--- src/rtl/insn_queue.sv ---
`default_nettype none
// ============================================================================
// Package  : insn_queue_pkg
// Purpose  : Packet types shared by the fetch side, the instruction queue and
//            the dispatch side, plus the NOP encoding used on idle lanes.
// Revision : 1.0 - initial release
// ============================================================================
package insn_queue_pkg;

  // RISC-V canonical NOP (addi x0, x0, 0)
  localparam logic [31:0] NOP = 32'h0000_0013;

  typedef struct packed {
    logic        valid;
    logic [31:0] inst;
    logic [31:0] PC;
    logic [31:0] NPC;
  } IF_IB_PACKET;

  typedef struct packed {
    logic        valid;
    logic [31:0] inst;
    logic [31:0] PC;
    logic [31:0] NPC;
  } IB_DP_PACKET;

endpackage

// ============================================================================
// Module   : insn_queue
// Purpose  : In-order instruction queue between fetch (IF) and dispatch (DP).
//            Accepts up to IN_WIDTH packets per cycle (compacting away invalid
//            lanes), presents the OUT_WIDTH oldest entries combinationally and
//            pops a requested count. A ROB squash empties it in one cycle.
// Ports    : clock            - rising-edge clock
//            reset_n          - asynchronous active-low reset
//            squashed_sig_rob - flush all contents (has priority)
//            if_ib_packet     - IN_WIDTH fetch lanes, each with .valid
//            ib_ready         - a full fetch beat will be accepted this cycle
//            dp_packet_req    - number of entries DP consumes this cycle
//            ib_dp_packet     - OUT_WIDTH oldest entries, lane 0 = oldest
//            ib_count         - current occupancy
//            ib_empty         - occupancy is zero
//            ib_full          - occupancy equals DEPTH
// Revision : 1.0 - initial release
// ============================================================================
module insn_queue
  import insn_queue_pkg::*;
#(
  parameter  int DEPTH     = 16,
  parameter  int IN_WIDTH  = 2,
  parameter  int OUT_WIDTH = 2,
  localparam int CNT_W     = $clog2(DEPTH) + 1,
  localparam int REQ_W     = $clog2(OUT_WIDTH + 1)
) (
  input  logic                             clock,
  input  logic                             reset_n,
  input  logic                             squashed_sig_rob,
  input  insn_queue_pkg::IF_IB_PACKET [IN_WIDTH-1:0]  if_ib_packet,
  output logic                             ib_ready,
  input  logic [REQ_W-1:0]                 dp_packet_req,
  output insn_queue_pkg::IB_DP_PACKET [OUT_WIDTH-1:0] ib_dp_packet,
  output logic [CNT_W-1:0]                 ib_count,
  output logic                             ib_empty,
  output logic                             ib_full
);

  localparam int               IDX_W     = CNT_W - 1;
  localparam int               CMP_W     = CNT_W + REQ_W;
  localparam logic [CNT_W-1:0] DEPTH_C   = CNT_W'(DEPTH);
  localparam logic [CNT_W-1:0] READY_MAX = CNT_W'(DEPTH - IN_WIDTH);
  localparam logic [CMP_W-1:0] OUT_MAX   = CMP_W'(OUT_WIDTH);

  // Stored payload; valid is implied by position relative to head/count.
  typedef struct packed {
    logic [31:0] inst;
    logic [31:0] pc;
    logic [31:0] npc;
  } entry_t;

  entry_t            mem [DEPTH];
  logic [CNT_W-1:0]  head;
  logic [CNT_W-1:0]  tail;
  logic [CNT_W-1:0]  count;

  logic [CNT_W-1:0]  n_in;
  logic [CNT_W-1:0]  n_acc;
  logic [CNT_W-1:0]  n_out;
  logic [CNT_W-1:0]  lane_off [IN_WIDTH];
  logic [IDX_W-1:0]  wr_idx   [IN_WIDTH];

  // --------------------------------------------------------------------------
  // Enqueue side: popcount of valid lanes, and for each lane the number of
  // valid lanes below it. That prefix count is the lane's slot offset from
  // tail, which is what squeezes out the invalid holes.
  // --------------------------------------------------------------------------
  always_comb begin
    n_in = '0;
    for (int l = 0; l < IN_WIDTH; l++) begin
      lane_off[l] = n_in;
      wr_idx[l]   = IDX_W'(tail + n_in);
      n_in        = n_in + CNT_W'(if_ib_packet[l].valid);
    end
  end

  // Only the registered count is considered; a same-cycle pop does not free
  // room early, so IF sees a stable ready for the whole cycle.
  assign ib_ready = (count <= READY_MAX);
  assign n_acc    = ib_ready ? n_in : '0;

  // --------------------------------------------------------------------------
  // Dequeue side: clamp the request to what is present and to the port width.
  // Compared in a widened domain so neither operand is truncated.
  // --------------------------------------------------------------------------
  always_comb begin
    logic [CMP_W-1:0] req_x;
    logic [CMP_W-1:0] cnt_x;
    logic [CMP_W-1:0] out_x;
    req_x = CMP_W'(dp_packet_req);
    cnt_x = CMP_W'(count);
    out_x = req_x;
    if (out_x > cnt_x) begin
      out_x = cnt_x;
    end
    if (out_x > OUT_MAX) begin
      out_x = OUT_MAX;
    end
    n_out = CNT_W'(out_x);
  end

  // --------------------------------------------------------------------------
  // Pointer / occupancy state. Squash beats both enqueue and dequeue.
  // --------------------------------------------------------------------------
  always_ff @(posedge clock or negedge reset_n) begin
    if (!reset_n) begin
      head  <= '0;
      tail  <= '0;
      count <= '0;
    end else if (squashed_sig_rob) begin
      head  <= '0;
      tail  <= '0;
      count <= '0;
    end else begin
      head  <= head + n_out;
      tail  <= tail + n_acc;
      count <= count + n_acc - n_out;
    end
  end

  // Storage carries no reset; its contents are meaningless outside the
  // head..head+count window.
  always_ff @(posedge clock) begin
    if (ib_ready && !squashed_sig_rob) begin
      for (int l = 0; l < IN_WIDTH; l++) begin
        if (if_ib_packet[l].valid) begin
          mem[wr_idx[l]] <= '{inst: if_ib_packet[l].inst,
                              pc:   if_ib_packet[l].PC,
                              npc:  if_ib_packet[l].NPC};
        end
      end
    end
  end

  // --------------------------------------------------------------------------
  // Read side: lane i shows the i-th oldest entry when it exists, otherwise a
  // NOP. Driven straight from registered state, so it is not gated by squash
  // in the squash cycle itself and clears the moment reset is asserted.
  // --------------------------------------------------------------------------
  always_comb begin
    for (int i = 0; i < OUT_WIDTH; i++) begin
      logic [IDX_W-1:0] rd_idx;
      rd_idx = IDX_W'(head + CNT_W'(i));
      if (CNT_W'(i) < count) begin
        ib_dp_packet[i].valid = 1'b1;
        ib_dp_packet[i].inst  = mem[rd_idx].inst;
        ib_dp_packet[i].PC    = mem[rd_idx].pc;
        ib_dp_packet[i].NPC   = mem[rd_idx].npc;
      end else begin
        ib_dp_packet[i].valid = 1'b0;
        ib_dp_packet[i].inst  = NOP;
        ib_dp_packet[i].PC    = '0;
        ib_dp_packet[i].NPC   = '0;
      end
    end
  end

  assign ib_count = count;
  assign ib_empty = (count == '0);
  assign ib_full  = (count == DEPTH_C);

endmodule
`default_nettype wire

--- config.mk ---
export PLATFORM = sky130hd
export DESIGN_NAME = insn_queue
export DESIGN_NICKNAME = d
export VERILOG_FILES = /design/src/rtl/insn_queue.sv
export SDC_FILE = /design/constraint.sdc
export NUM_CORES = 2
export LEC_CHECK = 0
export CAP_MARGIN = 10
export CORE_MARGIN = 3
export CORE_UTILIZATION = 35
export CTS_CLUSTER_DIAMETER = 40
export CTS_CLUSTER_SIZE = 16
export DETAILED_ROUTE_END_ITERATION = 8
export PLACE_DENSITY_LB_ADDON = 0.2
export SETUP_SLACK_MARGIN = 0.4
export SYNTH_ARGS = -nofsm -noshare
export SYNTH_HDL_FRONTEND = slang
export SYNTH_SLANG_ARGS = --single-unit
--- constraint.sdc ---
create_clock -name clock -period 10.45 [get_ports clock]
set_input_delay 1.045 -clock clock [delete_from_list [all_inputs] [get_ports clock]]
set_output_delay 1.045 -clock clock [all_outputs]
set_load 0.02 [all_outputs]
==> metrics.yaml <==
detailed_routing:
  first_pass_iters: 6
  detailroute.via_count: 55300
  post-route-drc-count: 0
  remaining_antenna_violation_count_after_routing: 0
  post_drt_wl_per_cell_um: 35.6
  drt_first_iter_violations: 5514
  vias_per_cell: 6.14
  totalWireLength_um: 321000
die:
  floorplan.rows: 185
  die_area_sq_um: 263000
  start_util: 0.353
  core-area_sq_um: 255000
  die_x_um: 512
  floorplan.die.height_um: 512
  ioPinCount: 401
place:
  placed_cell_area_sq_um: 96500
  detailed_place_hpwl_um: 172000
  pre_cts_ws_ns: 4.08
  gp_routability_congestion: 0.755
  io_buffer_count: 400
  dpl.cell_count: 8402
synthesis:
  synth_top_cells_by_area: "edfxtp_1, mux4_2, mux2_2"
  netlist_area_sq_um: 89800
  synth.most_common_cell: "edfxtp_1"
  leading_area_contributor_after_synthesis: "edfxtp_1"
  post-synth-top-area-fraction: 0.514
  synth_cells: 5148
  ys.warnings.count: 0
  synth_ff_type: "edfxtp_1"
  synth_async_sr_flop_share: 0.00839
  synthesis.area_per_instance_sq_um: 17.4
  synth-edff-count: 1536
  yosys_register_bits: 1549
  yosysSeqAreaShare: 0.517
  yosys-top-cells-count: "edfxtp_1, mux2_2, mux4_2"
  synth.distinct_cells: 53
setup_path:
  cp.required_ns: 9.41
  critical_path_arrival_ns: 6.25
  path_depth: 7
  timing_worst_setup_path_type: "flop to output port"
  timing.critical_path.fanout_max: 54
  crit-reg2reg-launch: "tail[0]$_DFF_PN0_"
  regToRegSetupSlack_ns: 5.42
  crit_chain: "buf_4, buf_4, buf_4, mux4_2, mux4_2, and2_1, clkdlybuf4s50_1"
  critical_path.top_delay_family: "buffers and inverters"
  worst_r2r_endpoint: "mem[0][43]$_DFFE_PP_"
  reg2reg_depth: 8
  timing.critical_path.slowest_stage_cell: "dfrtp_4"
  category_of_the_worst_setup_path_launch_point: "flop"
  cp-end-kind: "output port"
  critical-path-max-stage-delay_ns: 0.99
  cp.buffers_inverters: 4
  critical-path-top-cell-by-count: "buf_4"
cts:
  cts_sinks: 1549
  tritoncts.num_buffers: 331
  cts_repair_resize_count: 0
  clock_latency_ns: 0.93
  post-cts-setup-buffers: 0
  cts_tree: "yes"
  cell_at_the_root_of_the_clock_tree: "clkbuf_16"
  clkSlewWorstSetupHoldPaths_ns: 0.05
  ctsLongestPathBuffers: 4
  h-tree-depth: 5
  number_of_buffers_inserted_by_hold_repair_at_cts: 0
timing:
  timing_worst_slew_pin_value_ns: 1.17
  slew_violations: 0
  timing.final.crit_period_ns: 7.30
  setup_viol_count_final: 0
  setup_tns_ns: 0
  skew_ns: 0.0698
  clock.fmax_mhz: 137
  grt_setup_unrepaired: "false"
  timing_hold_violations_final: 0
  setup_ws_ns: 3.15
  timing.max_slew.rel_slack: 0.221
  post-route-period-util: 0.698
job:
  max_cap_viol_count: 0
layout:
  drive_above_1_share: 0.533
  postLayoutCoreUtil: 0.422
  fin_cells: 9006
  stdcell_area_sq_um: 107000
  flow.area_growth_from_synthesis_pct: 19.6
  nNetsFinal: 5590
power:
  power-per-cell-area_nw_per_um2: 280
  vdd_drop_max_mv: 0.330
  power.static_leakage_nw: 33.8
global_route:
  globalRouteOverflowTotal: 0
  vias_in_the_first_global_route: 57500
  maximum_number_of_pins_on_one_net_before_global_route_repair: 137
  global_route.usage.total: 0.240
  antenna_found_initial: 54
  grt_pass1_wl_um: 452000
outcome:
  outcome: "complete, no violations"
worst_hold_path:
  min_path_type: "input port to async pin"
[metal layers]
layer  wire length [um]  track usage  part of all wire  vias up
met5                294            0           0.00092        -
met4              11000       0.0839             0.034       44
met3              22800       0.0470             0.071      666
met2             156000        0.393              0.49     2382
met1             130000        0.317              0.41    30100
li1                   -            -                 -    22100
[cells in the final DEF (no fill, tap or decap), types with 7 or more instances in the layout]
| cell | n |
|---|---|
| a211oi_1 | 24 |
| a21oi_1 | 102 |
| a22oi_1 | 188 |
| and2_1 | 83 |
| and2_4 | 8 |
| buf_12 | 14 |
| buf_4 | 96 |
| bufinv_16 | 35 |
| clkbuf_1 | 23 |
| clkbuf_16 | 343 |
| clkdlybuf4s50_1 | 400 |
| clkinv_1 | 45 |
| clkinv_2 | 52 |
| clkinv_4 | 29 |
| clkinvlp_4 | 21 |
| dfrtp_1 | 9 |
| diode_2 | 21 |
| edfxtp_1 | 1536 |
| ha_1 | 17 |
| inv_1 | 14 |
| inv_6 | 30 |
| mux2_1 | 64 |
| mux2_2 | 1473 |
| mux2i_1 | 21 |
| mux4_2 | 846 |
| nand2_1 | 13 |
| nand2_4 | 8 |
| nor2_1 | 12 |
| nor2b_1 | 21 |
| o21ai_4 | 9 |
| o21bai_4 | 8 |
| xnor2_1 | 7 |
[flip-flops by register name (all words and copies together) (netlist names)]
signal,flops
mem,1536
ib_count,5
head,4
tail,4
[worst max path at each step]
stage	end	from	slack, ns
after floorplan	mem[1][0]$_DFFE_PP_	squashed_sig_rob	1.29
after global placement	ib_dp_packet[36]	head[0]$_DFF_PN0_	4.11
after detailed placement	ib_dp_packet[36]	head[0]$_DFF_PN0_	4.08
after CTS	ib_dp_packet[36]	head[0]$_DFF_PN0_	3.05
after global routing	ib_dp_packet[36]	head[0]$_DFF_PN0_	2.73
final	ib_dp_packet[36]	head[0]$_DFF_PN0_	3.15
[cell type report]
type	count	area, sq um
sequential	1549	46500
fill	22700	147000
inverter	14	52.6
antenna	21	52.6
multi-input combinational	2963	40700
tap	3366	4210
clock inverter	217	2200
clock buffer	366	8670
timing repair buffer	510	5000
[power breakdown]
group / switching, W / total [W] / internal (W)
clock network: 0.00353 / 0.0104 / 0.00682
logic: 0.00671 / 0.0122 / 0.00550
registers: 0.000271 / 0.00746 / 0.00719
total: 0.0105 / 0.0300 / 0.0195
[through the flow]
| step | total power [W] | hold slack [ns] |
|---|---|---|
| 6_report | 0.0300 | 0.552 |
| 5_1_grt | 0.0312 | 0.549 |
| 4_1_cts | 0.0304 | 0.513 |
| 3_5_place_dp | 0.0199 | 0.734 |
| 3_3_place_gp | 0.0199 | 0.709 |
| 2_1_floorplan | 0.0151 | 0.631 |
[worst reg2reg max path, stage by stage (launching register included)]
cell,delay (ns)
dfrtp_1,0.43
ha_1,0.22
ha_1,0.23
nand2_1,0.09
o2bb2ai_1,0.72
and2_4,0.61
o21bai_4,0.54
buf_4,0.87
buf_4,0.88
[cells by family (layout without fill, tap and decap cells)]
logic type,Yosys count,in the layout,share of synthesized area
mux,2404,2404,0.407
flops,1549,1549,0.517
buf+inv,637,1107,0.0325
compound gates,355,355,0.0269
simple gates,169,169,0.0113
fa+ha+maj,22,22,0.00340
xor+xnor,10,10,0.000976
other cells,2,24,0.0000837
Note: power is estimated with default switching activity, not from simulation.
